==> src/rtl/mem_port_arbiter_if.sv <==
`timescale 1ns/1ps
// Signal bundle for mem_port_arbiter: fetch port, data port, exception
// input and the single shared memory port.
//   slave  - the arbiter's view (requests in, responses and memory strobes out)
//   master - the surrounding core/memory view
interface mem_port_arbiter_if;
   // fetch port
   logic        i_req;
   logic [31:0] i_addr;
   logic [31:0] i_rdata;
   logic        i_ack;
   logic        i_err;
   // data port
   logic        d_req;
   logic        d_we;
   logic [31:0] d_addr;
   logic [31:0] d_wdata;
   logic [31:0] d_rdata;
   logic        d_ack;
   logic        d_err;
   // hardware exception
   logic        exc_req;
   logic [31:0] exc_code;
   logic        exc_done;
   // memory side
   logic [31:0] mem_addr;
   logic [31:0] mem_wdata;
   logic        mem_read;
   logic        mem_write;
   logic        mem_cause_write;
   logic [31:0] mem_cause_code;
   logic [31:0] mem_rdata;

   modport slave (
      input  i_req, i_addr,
      input  d_req, d_we, d_addr, d_wdata,
      input  exc_req, exc_code,
      input  mem_rdata,
      output i_rdata, i_ack, i_err,
      output d_rdata, d_ack, d_err,
      output exc_done,
      output mem_addr, mem_wdata, mem_read, mem_write,
      output mem_cause_write, mem_cause_code
   );

   modport master (
      output i_req, i_addr,
      output d_req, d_we, d_addr, d_wdata,
      output exc_req, exc_code,
      output mem_rdata,
      input  i_rdata, i_ack, i_err,
      input  d_rdata, d_ack, d_err,
      input  exc_done,
      input  mem_addr, mem_wdata, mem_read, mem_write,
      input  mem_cause_write, mem_cause_code
   );
endinterface

==> src/rtl/mem_port_arbiter.sv <==
`timescale 1ns/1ps
// Shares one single-cycle memory port between a fetch port and a data port.
// Each access runs IDLE -> ACCESS -> RESP (ack two cycles after the request
// is first seen in IDLE). A pending hardware exception takes a one-cycle
// CAUSE slot from IDLE to write the Cause register; it never interrupts an
// access already in flight. Simultaneous requests alternate round-robin.
module mem_port_arbiter #(
   parameter logic [31:0] CAUSE_ADDR = 32'h0000_0800,
   parameter logic [31:0] MEM_TOP    = 32'h0000_07FC
) (
   input  logic             clk,
   input  logic             rst,
   mem_port_arbiter_if.slave bus
);

   typedef enum logic [1:0] {
      IDLE   = 2'd0,
      ACCESS = 2'd1,
      RESP   = 2'd2,
      CAUSE  = 2'd3
   } state_t;

   state_t      state;
   state_t      state_nx;

   // grant decisions made in IDLE
   logic        grant_i;
   logic        grant_d;

   // latched transaction
   logic        port_d;      // 1 = data port owns the current access
   logic        lat_we;
   logic        lat_err;
   logic [31:0] addr_q;
   logic [31:0] wdata_q;

   // registered responses
   logic [31:0] i_rdata_q;
   logic [31:0] d_rdata_q;
   logic [31:0] access_rdata;

   // round-robin: 1 = data port was served last, so a tie goes to fetch
   logic        last_d;

   // exception capture
   logic        exc_pending;
   logic [31:0] exc_code_q;

   // one-cycle strobes decoded from the state
   logic        i_ack;
   logic        i_err;
   logic        d_ack;
   logic        d_err;
   logic        exc_done;
   logic        mem_read;
   logic        mem_write;
   logic        mem_cause_write;

   // Misaligned, beyond the array (except the Cause register), or an
   // instruction fetch from the Cause register.
   function automatic logic access_err(input logic [31:0] addr, input logic fetch);
      logic misaligned;
      logic cause_hit;
      logic out_of_range;
      misaligned   = (addr[1:0] != 2'b00);
      cause_hit    = (addr == CAUSE_ADDR);
      out_of_range = (addr > MEM_TOP) && !cause_hit;
      return misaligned || out_of_range || (fetch && cause_hit);
   endfunction

   // State register.
   always_ff @(posedge clk) begin
      if (rst) begin
         state <= IDLE;
      end else begin
         state <= state_nx;
      end
   end

   // Next state, grant arbitration and the per-state strobes.
   always_comb begin
      state_nx        = state;
      grant_i         = 1'b0;
      grant_d         = 1'b0;
      i_ack           = 1'b0;
      i_err           = 1'b0;
      d_ack           = 1'b0;
      d_err           = 1'b0;
      exc_done        = 1'b0;
      mem_read        = 1'b0;
      mem_write       = 1'b0;
      mem_cause_write = 1'b0;
      case (state)
         IDLE: begin
            if (exc_pending) begin
               state_nx = CAUSE;
            end else if (bus.i_req && bus.d_req) begin
               grant_i  = last_d;
               grant_d  = !last_d;
               state_nx = ACCESS;
            end else if (bus.i_req) begin
               grant_i  = 1'b1;
               state_nx = ACCESS;
            end else if (bus.d_req) begin
               grant_d  = 1'b1;
               state_nx = ACCESS;
            end
         end
         ACCESS: begin
            mem_read  = !lat_err && !lat_we;
            mem_write = !lat_err &&  lat_we;
            state_nx  = RESP;
         end
         RESP: begin
            i_ack    = !port_d;
            i_err    = !port_d && lat_err;
            d_ack    =  port_d;
            d_err    =  port_d && lat_err;
            state_nx = IDLE;
         end
         CAUSE: begin
            mem_cause_write = 1'b1;
            exc_done        = 1'b1;
            state_nx        = IDLE;
         end
         default: begin
            state_nx = IDLE;
         end
      endcase
   end

   // Transaction latch: captured on grant and held until the next grant, so
   // mem_addr/mem_wdata keep their last value outside ACCESS.
   always_ff @(posedge clk) begin
      if (rst) begin
         port_d  <= 1'b0;
         lat_we  <= 1'b0;
         lat_err <= 1'b0;
         addr_q  <= '0;
         wdata_q <= '0;
      end else if (grant_d) begin
         port_d  <= 1'b1;
         lat_we  <= bus.d_we;
         lat_err <= access_err(bus.d_addr, 1'b0);
         addr_q  <= bus.d_addr;
         wdata_q <= bus.d_wdata;
      end else if (grant_i) begin
         port_d  <= 1'b0;
         lat_we  <= 1'b0;
         lat_err <= access_err(bus.i_addr, 1'b1);
         addr_q  <= bus.i_addr;
      end
   end

   // Writes and errored accesses respond with zero data.
   assign access_rdata = (lat_err || lat_we) ? '0 : bus.mem_rdata;

   // Response data registered at the end of ACCESS for the owning port.
   always_ff @(posedge clk) begin
      if (rst) begin
         i_rdata_q <= '0;
         d_rdata_q <= '0;
      end else if (state == ACCESS) begin
         if (port_d) begin
            d_rdata_q <= access_rdata;
         end else begin
            i_rdata_q <= access_rdata;
         end
      end
   end

   // Round-robin pointer: remembers the port just served; CAUSE slots leave it.
   always_ff @(posedge clk) begin
      if (rst) begin
         last_d <= 1'b1;
      end else if (state == RESP) begin
         last_d <= port_d;
      end
   end

   // Exception capture. A new pulse takes priority over the clear in CAUSE,
   // so a pulse landing in the CAUSE cycle re-arms another slot.
   always_ff @(posedge clk) begin
      if (rst) begin
         exc_pending <= 1'b0;
         exc_code_q  <= '0;
      end else if (bus.exc_req) begin
         exc_pending <= 1'b1;
         exc_code_q  <= bus.exc_code;
      end else if (state == CAUSE) begin
         exc_pending <= 1'b0;
      end
   end

   assign bus.i_rdata         = i_rdata_q;
   assign bus.i_ack           = i_ack;
   assign bus.i_err           = i_err;
   assign bus.d_rdata         = d_rdata_q;
   assign bus.d_ack           = d_ack;
   assign bus.d_err           = d_err;
   assign bus.exc_done        = exc_done;
   assign bus.mem_addr        = addr_q;
   assign bus.mem_wdata       = wdata_q;
   assign bus.mem_read        = mem_read;
   assign bus.mem_write       = mem_write;
   assign bus.mem_cause_write = mem_cause_write;
   assign bus.mem_cause_code  = exc_code_q;

endmodule

==> src/flat_wrapper.sv <==
// flat-port wrapper written by rule: the top's interface ports become plain ports
module mem_port_arbiter_flat 
#(
   parameter logic [31:0] CAUSE_ADDR = 32'h0000_0800,
   parameter logic [31:0] MEM_TOP    = 32'h0000_07FC
)
  (clk, rst, bus_i_req, bus_i_addr, bus_d_req, bus_d_we, bus_d_addr, bus_d_wdata, bus_exc_req, bus_exc_code, bus_mem_rdata, bus_i_rdata, bus_i_ack, bus_i_err, bus_d_rdata, bus_d_ack, bus_d_err, bus_exc_done, bus_mem_addr, bus_mem_wdata, bus_mem_read, bus_mem_write, bus_mem_cause_write, bus_mem_cause_code);
  mem_port_arbiter_if bus_i ();
  input  logic clk;
  input  logic rst;
  input wire logic [$bits(bus_i.i_req)-1:0] bus_i_req;
  input wire logic [$bits(bus_i.i_addr)-1:0] bus_i_addr;
  input wire logic [$bits(bus_i.d_req)-1:0] bus_d_req;
  input wire logic [$bits(bus_i.d_we)-1:0] bus_d_we;
  input wire logic [$bits(bus_i.d_addr)-1:0] bus_d_addr;
  input wire logic [$bits(bus_i.d_wdata)-1:0] bus_d_wdata;
  input wire logic [$bits(bus_i.exc_req)-1:0] bus_exc_req;
  input wire logic [$bits(bus_i.exc_code)-1:0] bus_exc_code;
  input wire logic [$bits(bus_i.mem_rdata)-1:0] bus_mem_rdata;
  output wire logic [$bits(bus_i.i_rdata)-1:0] bus_i_rdata;
  output wire logic [$bits(bus_i.i_ack)-1:0] bus_i_ack;
  output wire logic [$bits(bus_i.i_err)-1:0] bus_i_err;
  output wire logic [$bits(bus_i.d_rdata)-1:0] bus_d_rdata;
  output wire logic [$bits(bus_i.d_ack)-1:0] bus_d_ack;
  output wire logic [$bits(bus_i.d_err)-1:0] bus_d_err;
  output wire logic [$bits(bus_i.exc_done)-1:0] bus_exc_done;
  output wire logic [$bits(bus_i.mem_addr)-1:0] bus_mem_addr;
  output wire logic [$bits(bus_i.mem_wdata)-1:0] bus_mem_wdata;
  output wire logic [$bits(bus_i.mem_read)-1:0] bus_mem_read;
  output wire logic [$bits(bus_i.mem_write)-1:0] bus_mem_write;
  output wire logic [$bits(bus_i.mem_cause_write)-1:0] bus_mem_cause_write;
  output wire logic [$bits(bus_i.mem_cause_code)-1:0] bus_mem_cause_code;
  assign bus_i.i_req = bus_i_req;
  assign bus_i.i_addr = bus_i_addr;
  assign bus_i.d_req = bus_d_req;
  assign bus_i.d_we = bus_d_we;
  assign bus_i.d_addr = bus_d_addr;
  assign bus_i.d_wdata = bus_d_wdata;
  assign bus_i.exc_req = bus_exc_req;
  assign bus_i.exc_code = bus_exc_code;
  assign bus_i.mem_rdata = bus_mem_rdata;
  assign bus_i_rdata = bus_i.i_rdata;
  assign bus_i_ack = bus_i.i_ack;
  assign bus_i_err = bus_i.i_err;
  assign bus_d_rdata = bus_i.d_rdata;
  assign bus_d_ack = bus_i.d_ack;
  assign bus_d_err = bus_i.d_err;
  assign bus_exc_done = bus_i.exc_done;
  assign bus_mem_addr = bus_i.mem_addr;
  assign bus_mem_wdata = bus_i.mem_wdata;
  assign bus_mem_read = bus_i.mem_read;
  assign bus_mem_write = bus_i.mem_write;
  assign bus_mem_cause_write = bus_i.mem_cause_write;
  assign bus_mem_cause_code = bus_i.mem_cause_code;
  mem_port_arbiter #(.CAUSE_ADDR(CAUSE_ADDR), .MEM_TOP(MEM_TOP)) u_core (.clk(clk), .rst(rst), .bus(bus_i));
endmodule
==> config.mk <==
export PLATFORM = sky130hd
export DESIGN_NAME = mem_port_arbiter_flat
export DESIGN_NICKNAME = d
export VERILOG_FILES = /design/src/rtl/mem_port_arbiter_if.sv /design/src/rtl/mem_port_arbiter.sv /design/src/flat_wrapper.sv
export SDC_FILE = /design/constraint.sdc
export NUM_CORES = 1
export LEC_CHECK = 0
export CORE_AREA = 2 2 148 150
export CTS_CLUSTER_SIZE = 12
export DETAILED_ROUTE_END_ITERATION = 12
export DIE_AREA = 0 0 150 152
export GPL_ROUTABILITY_DRIVEN = 0
export SKIP_CTS_REPAIR_TIMING = 1
export SLEW_MARGIN = 20
export SYNTH_ARGS = -nofsm -noshare
export SYNTH_HDL_FRONTEND = slang
export SYNTH_SLANG_ARGS = --single-unit
==> constraint.sdc <==
create_clock -name clk -period 1.95 [get_ports clk]
set_clock_uncertainty 0.1 [all_clocks]
set_input_delay 0.39 -clock clk [delete_from_list [all_inputs] [get_ports clk]]
set_output_delay 0.39 -clock clk [all_outputs]
set_load 0.01 [all_outputs]
# == Word-level counts from Yosys, hierarchy flattened ==
# Cells that the tools add are included.
# classes
reduce_logical,25
eq_ne,6
n_mux,31
order_cmp,2
bitwise,1
# ops
operator,count
32-bit 2-to-1 mux,3
32-bit by 12-bit == test with 1-bit output (second input constant),2
32-bit by 11-bit greater-than comparator with 1-bit output (second input constant),2
1-bit 2-to-1 mux,23
2-bit 2-to-1 mux,4
2-bit nonzero test,4
1-bit logical AND,7
1-bit zero test,6
2-bit case mux with 3 select lines,1
5-bit by 3-bit != test with 1-bit output (second input constant),1
2-bit == test (second input constant),2
1-bit logical OR,4
2-bit AND reduction,2
2-bit by 1-bit == test with 1-bit output (second input constant),1
2-bit zero test,1
2-bit OR reduction,1
1-bit inverter,1
# word_totals
ff_bits,167
inputBits,166
elab_cells,76
output_inout_bits,168

# == Logic depth before layout (Yosys ltp) ==
# Gate-level depths: netlist of the first run.
# depth
depth_word,7
depth_mapped,7
ltp_nobuf,4

# == Worst setup path after synthesis of the first run ==
# OpenSTA, ideal clock, no wires.
# synth_timing
kind,input to register
from,input bus_d_req
to,register u_core.lat_err
required_time_ns,1.719
stages,5
t_arrival_ns,1.441
path_slack_ns,0.277
path_buffers,1
cell_sequence,a21bo_2 > or4_1 > buf_2 > a2111oi_4 > a211oi_1
# synth_via
elab_chain_len,6
# synth_lines
item,line,text
from (decl),flat_wrapper.sv:13,input wire logic [$bits(bus_i.d_req)-1:0] bus_d_req;
1-bit 2-to-1 mux,mem_port_arbiter.sv:104,end else if (bus.d_req) begin
1-bit 2-to-1 mux,mem_port_arbiter.sv:101,end else if (bus.i_req) begin
1-bit 2-to-1 mux,mem_port_arbiter.sv:97,end else if (bus.i_req && bus.d_req) begin
1-bit 2-to-1 mux,mem_port_arbiter.sv:95,if (exc_pending) begin
1-bit 2-to-1 mux,mem_port_arbiter.sv:93,case (state)
1-bit 2-to-1 mux / 2-bit nonzero test (equally long branches),n/a,
to (signal assigned),mem_port_arbiter.sv:144,"lat_err <= access_err(bus.d_addr, 1'b0);"
to (signal assigned),mem_port_arbiter.sv:150,"lat_err <= access_err(bus.i_addr, 1'b1);"
to (decl),mem_port_arbiter.sv:33,logic lat_err;
# Several ways; a longest one is shown, not always the timed one.
# A chain may end at the register's enable or synchronous reset.

# == Worst setup path in the final report of the first run ==
# layout_timing
from,register u_core.state[0]
to,output bus_d_err
# layout_via
elab_chain_len,2
# layout_lines
item,line,text
from (decl),mem_port_arbiter.sv:23,state_t state;
from (signal assigned),mem_port_arbiter.sv:76,state <= state_nx;
2-bit == test,mem_port_arbiter.sv:93,
1-bit 2-to-1 mux,mem_port_arbiter.sv:93,
to (decl),flat_wrapper.sv:25,output wire logic [$bits(bus_i.d_err)-1:0] bus_d_err;
# Every way passes these cells.

==> results of run 1 <==
## routing by layer
layer	up-vias	routed length, um	track usage [%]	part of all wire (%)
met5	-	0	0	0
met4	0	408	5.93	1.8
met3	23	1660	5.38	7.4
met2	223	10700	32.0	48
met1	3037	9490	24.1	43
li1	3244	-	-	-
## logic make-up (layout without fill, tap and decap cells)
group | Yosys count | count (layout) | synth area share (%)
AOI/OAI and AO/OA | 170 | 170 | 16.1
buffers and inverters | 68 | 413 | 4.92
DFF | 167 | 167 | 53.0
muxes | 32 | 32 | 5.08
and+or+nand+nor | 306 | 306 | 20.9
## worst max-delay path, delay by kind of cell (launching register included)
kind                   cells  cell delay (ns)
and+or+nand+nor            3             0.48
DFF                        1             0.32
buffers and inverters      1             0.15
## report_power, final
group,internal [mW],switching [mW]
clock,2.09,1.52
combinational,0.889,0.744
sequential,3.60,0.103
total,6.58,2.37
## final cells by class
type                       instances  area, sq um
fill                            2088        10500
tap                              280          350
inverter                           3         11.3
timing repair buffer             378         3820
sequential                       167         3340
multi-input combinational        508         2680
clock buffer                      18          439
clock inverter                    14          190
## synthesized netlist by cell type, types with 2 or more instances
library cell and count:
and2_1 2, dfxtp_1 167, buf_2 22, buf_6 3, inv_1 3, mux2i_1 32
clkbuf_1 35, nor4_1 12, nor3_1 6, nand3_1 66, buf_1 3, o221ai_1 31
nand2_1 166, or4_1 2, nand2b_1 2, nand4_1 3, a21oi_1 129, nor2_1 44
## registers in the layout, summed over array words and instances (netlist names)
signal and cells:
u_core.bus.d_rdata 32, u_core.bus.i_rdata 32, u_core.bus.mem_addr 32, u_core.bus.mem_cause_code 32, u_core.bus.mem_wdata 32, u_core.state 2
u_core.exc_pending 1, u_core.last_d 1, u_core.lat_err 1, u_core.lat_we 1, u_core.port_d 1
## worst min path at each step
| stage | endpoint | slack (ns) | depth (start not counted) |
|---|---|---|---|
| final | u_core.port_d | 0.32 | 2 |
| after global routing | u_core.port_d | 0.34 | 2 |
| after CTS | u_core.port_d | 0.32 | 2 |
| after detailed placement | u_core.bus.mem_addr[27] | 0.35 | 2 |
| after global placement | u_core.bus.mem_addr[11] | 0.34 | 2 |
| after floorplan | u_core.last_d | 0.34 | 1 |
## stage by stage
| stage | hold slack, ns | total power [mW] | TNS [ns] |
|---|---|---|---|
| final | 0.325 | 8.94 | 0 |
| after global placement | 0.339 | 5.42 | -10.46 |
| after global routing | 0.340 | 9.32 | -0.00654 |
| after detailed placement | 0.345 | 5.42 | -12.54 |
| after floorplan | 0.337 | 4.41 | 0 |
| after CTS | 0.324 | 9.04 | -2.54 |
## layout by cell type (no fill, tap or decap), types with 4 or more instances in the layout
| master | netlist | routed |
|---|---|---|
| clkdlybuf4s50_1 | 0 | 323 |
| nand2_1 | 166 | 166 |
| dfxtp_1 | 167 | 166 |
| a21oi_1 | 129 | 129 |
| nand3_1 | 66 | 66 |
| nor2_1 | 44 | 39 |
| buf_4 | 1 | 33 |
| mux2i_1 | 32 | 32 |
| o221ai_1 | 31 | 31 |
| clkbuf_16 | 0 | 17 |
| buf_12 | 0 | 13 |
| nor4_1 | 12 | 12 |
| nor3_1 | 6 | 6 |
| nor2_2 | 0 | 4 |
| clkbuf_2 | 1 | 4 |
| dlymetal6s2s_1 | 0 | 4 |
==> flow_metrics.py, run 1 <==
metrics = {
    "detailed_routing": {
        "drt_pass1_iterations": 5,
        "drt-total-wl_mm": 22.3,
        "drc": 0,
        "wl_per_cell_um": 16.3,
        "drt-vias-per-instance": 4.77,
        "ant_nets": 0,
        "vias": 6527,
        "drtIter0Drc": 294,
    },
    "setup_path": {
        "reg2reg_setup_slack_ns": 0.28,
        "cpMaxStageDelayCell": "dfxtp_1",
        "worstSetupEndpointType": "output pin",
        "cp-startpoint": "u_core.state[0]",
        "r2r-start": "u_core.state[1]",
        "timing.rr.end": "u_core.bus.mem_wdata[8]",
        "worst_ep_required_time_ns": 1.46,
        "path_max_fanout": 3,
        "criticalPathCategory": "flip-flop to output pin",
        "worstPathCellList": "nand2b_1 -> nor2_2 -> and2_1 -> clkbuf_2",
        "crit_end": "bus_d_err",
        "reg2reg_depth": 5,
        "start_kind": "flip-flop",
        "critical-path-max-stage-delay_ns": 0.32,
        "cp.arrival_ns": 1.38,
    },
    "yosys": {
        "synth_top_area_share_pct": 53.0,
        "syn-mean-instance-area_sq_um": 8.49,
        "ys_top_cells_by_area": "dfxtp_1 53%, a21oi_1 10%, nand2_1 9.9%",
        "synth_flop_cell": "dfxtp_1",
        "synth_edf_count": 0,
        "ys_seq_area_share_pct": 53.0,
        "synth_area_leader_cell": "dfxtp_1",
        "yosys_warnings": 0,
        "ys_async_sr_fraction_pct": 0,
        "synthesis.area_sq_um": 6310,
        "synth_cell_types": 33,
        "ys_ff_latch": 167,
        "synth_nets": 909,
        "netlist_instances": 743,
    },
    "cts": {
        "clock-sinks": 167,
        "clk_path_buf_depth": 2,
        "clock_latency_ns": 0.42,
        "root_buffer": "clkbuf_16",
        "path_clk_slew_ns": 0.07,
        "cts_made_buffers": 17,
        "cts_tree": "done",
        "cts-htree-levels": 4,
    },
    "placed_design": {
        "placedCellCount": 1336,
        "placed_area_sq_um": 10200,
        "dpl.hpwl_mm": 15.8,
        "portBuffers": 333,
        "place_ws_ns": -0.296,
    },
    "status": {
        "status": "completed",
    },
    "floorplanning": {
        "boundaryPins": 334,
        "fp.dieArea_sq_um": 22800,
        "die_y_um": 152,
        "start_util_pct": 29.5,
        "coreArea_sq_um": 21400,
        "num_rows": 54,
        "die-width_um": 150,
    },
    "layout": {
        "n_antenna_cell": 0,
        "fin_cells": 1368,
        "design_area_sq_um": 10800,
        "postLayoutCoreUtil_pct": 50.7,
        "nets": 1241,
        "area_growth_syn_to_layout_pct": 71.7,
        "drive_above_1_share_pct": 8.64,
    },
    "sta": {
        "maxSlewHeadroom_pct": 66.4,
        "drv_slew": 0,
        "rsz0062_at_grt": "yes",
        "setup_viol": 0,
        "finalHoldViolCount": 0,
        "tightest_slew_ns": 0.503,
        "fin_crit_ns": 1.87,
        "fin_crit_sh_pct": 96.0,
        "setup_ws_ns": 0.0785,
        "timing.fmax_ghz": 0.534,
    },
    "min_path": {
        "min_path_type": "primary input to flip-flop",
        "worstHoldStart": "rst",
    },
    "global_route": {
        "grt_usage_pct": 19.2,
        "grt_pass1_wl_mm": 34.9,
        "overflow": 0,
        "grt_max_degree": 65,
        "antenna_found_initial": 0,
        "grt_pass1_vias": 6366,
    },
    "job": {
        "cap_violations": 0,
    },
    "pwr": {
        "vdd_drop_max_uv": 513,
        "pwr_density_cell_nw_per_um2": 826,
        "power.leakage_nw": 3.93,
    },
}
No activity file was read; power rests on OpenSTA's default activity.
==> inputs of run 2 (changes only) <==
--- a/config.mk
+++ b/config.mk
@@ -10,7 +10,7 @@
 export DETAILED_ROUTE_END_ITERATION = 12
 export DIE_AREA = 0 0 150 152
 export GPL_ROUTABILITY_DRIVEN = 0
-export SKIP_CTS_REPAIR_TIMING = 1
+export HOLD_SLACK_MARGIN = 0.06
 export SLEW_MARGIN = 20
 export SYNTH_ARGS = -nofsm -noshare
 export SYNTH_HDL_FRONTEND = slang
==> run 2 against run 1 <==
Clock power about the same; combinational power barely moved; sequential share of layout area about the same; die area is the same; critical endpoint unchanged; via count decreased by 0.34%; sequential power about the same; worst setup slack worse by 0.018 ns; first-iteration DRC count is 2.0% higher.
==> flow_metrics.py, run 2 (synthesis gave the netlist of run 1 again) <==
metrics = {
    "floorplanning": {
        "fp.dieArea_sq_um": 22800,
        "die_y_um": 152,
        "boundaryPins": 334,
        "num_rows": 54,
        "start_util_pct": 29.5,
        "die-width_um": 150,
        "coreArea_sq_um": 21400,
    },
    "layout": {
        "most-common-layout-cells": "323 x clkdlybuf4s50_1, 166 x nand2_1, 165 x dfxtp_1",
        "multiInputGateArea_sq_um": 2700,
        "area_growth_syn_to_layout_pct": 72.1,
        "drive_above_1_share_pct": 9.27,
        "fillers": 2088,
        "postLayoutCoreUtil_pct": 50.8,
        "n_antenna_cell": 0,
        "final_common_cell": "clkdlybuf4s50_1",
        "nets": 1242,
        "seq_area_sq_um": 3350,
    },
    "pwr": {
        "power.leakage_nw": 3.89,
        "vdd_drop_max_uv": 515,
        "pwr_density_cell_nw_per_um2": 824,
    },
    "setup_path": {
        "reg2reg_depth": 5,
        "worstSetupEndpointType": "output pin",
        "criticalPathCategory": "flip-flop to output pin",
        "cpLargestDelayFamily": "flip-flops",
        "critical-path-max-stage-delay_ns": 0.38,
        "cp.arrival_ns": 1.40,
        "worst_ep_required_time_ns": 1.46,
        "worstPathCellList": "nand2b_4 -> nor2_4 -> and2_4 -> clkdlybuf4s15_2",
        "r2r-start": "u_core.state[1]",
        "reg2reg_setup_slack_ns": 0.28,
        "start_kind": "flip-flop",
        "path_max_fanout": 3,
        "timing.rr.end": "u_core.bus.mem_wdata[3]",
        "cp_num_buf_inv": 1,
        "cpMaxStageDelayCell": "dfxtp_1",
    },
    "global_route": {
        "overflow": 0,
        "antenna_found_initial": 0,
        "grt_pass1_vias": 6381,
        "grt_usage_pct": 19.3,
        "grt_pass1_wl_mm": 34.9,
        "grt_max_degree": 65,
    },
    "detailed_routing": {
        "drt_pass1_iterations": 5,
        "drc": 0,
        "ant_nets": 0,
        "vias": 6505,
        "wl_per_cell_um": 16.2,
        "drt-vias-per-instance": 4.75,
        "drt-total-wl_mm": 22.2,
        "drtIter0Drc": 300,
    },
    "sta": {
        "setup_tns_ns": 0,
        "finalHoldViolCount": 0,
        "setup_viol": 0,
        "drv_slew": 0,
        "rsz0062_at_grt": "yes",
        "setup_ws_ns": 0.0604,
        "holdWs_ns": 0.328,
        "maxSlewHeadroom_pct": 66.3,
        "fin_crit_sh_pct": 96.9,
        "fin_crit_ns": 1.89,
        "tightest_slew_ns": 0.506,
        "timing.fmax_ghz": 0.529,
    },
    "min_path": {
        "min_path_type": "primary input to flip-flop",
        "hold_path_end": "u_core.port_d",
        "worstHoldStart": "rst",
        "holdPathStages": 2,
    },
    "cts": {
        "clk_path_buf_depth": 2,
        "cts_made_buffers": 17,
        "cts-htree-levels": 4,
        "root_buffer": "clkbuf_16",
        "cts_tree": "done",
        "path_clk_slew_ns": 0.07,
        "clock_latency_ns": 0.42,
        "clock-sinks": 167,
    },
    "placed_design": {
        "dpl.hpwl_mm": 15.8,
        "place_ws_ns": -0.296,
        "portBuffers": 333,
    },
    "status": {
        "status": "completed",
    },
    "job": {
        "cap_violations": 0,
    },
}
[run 2: where the power goes]
part,switching (mW),internal (mW)
Sequential,0.105,3.60
Clock,1.51,2.09
Combinational,0.745,0.892
Total,2.37,6.58
[run 2: layout make-up]
type / instances / area share, %
clock buffer: 18 / 4.05
clock inverter: 14 / 1.75
inverter: 3 / 0.104
multi-input combinational: 508 / 24.9
sequential: 167 / 30.8
tap: 280 / 3.23
timing repair buffer: 379 / 35.2
[run 2: through the flow]
stage	area (sq um)	power, mW	instances
global route	10900	9.33	1369
detailed placement	10200	5.42	1336
global placement	10200	5.42	1336
floorplan	6310	4.41	743
CTS	10800	9.04	1369
finish	10900	8.95	1369
[run 2: repair_timing]
action / 4_1_cts / 5_1_grt
pin swaps: 0 / 1
hold buffers: 0 / 0
setup buffers: 1 / 0
setup endpoints to repair: 8 / 7
resized for setup: 24 / 12
gates cloned: 0 / 0
[run 2: worst max path at each step]
stage	slack (ns)	startpoint	depth (start not counted)	endpoint
2_1_floorplan	0.28	bus_d_req	5	u_core.lat_err
3_3_place_gp	-0.26	bus_d_req	6	u_core.bus.mem_wdata[10]
3_5_place_dp	-0.30	bus_d_req	6	u_core.bus.mem_wdata[3]
4_1_cts	-0.03	u_core.state[0]	4	bus_d_err
5_1_grt	-0.01	u_core.state[0]	4	bus_mem_cause_write
6_report	0.06	u_core.state[0]	4	bus_d_err
[run 2: per-layer routing]
layer	vias to the layer above	GRT usage [%]	routed length, um
li1	3245	-	-
met1	3013	24.1	9510
met2	222	32.1	10700
met3	25	5.32	1620
met4	0	5.93	420
met5	-	0	0
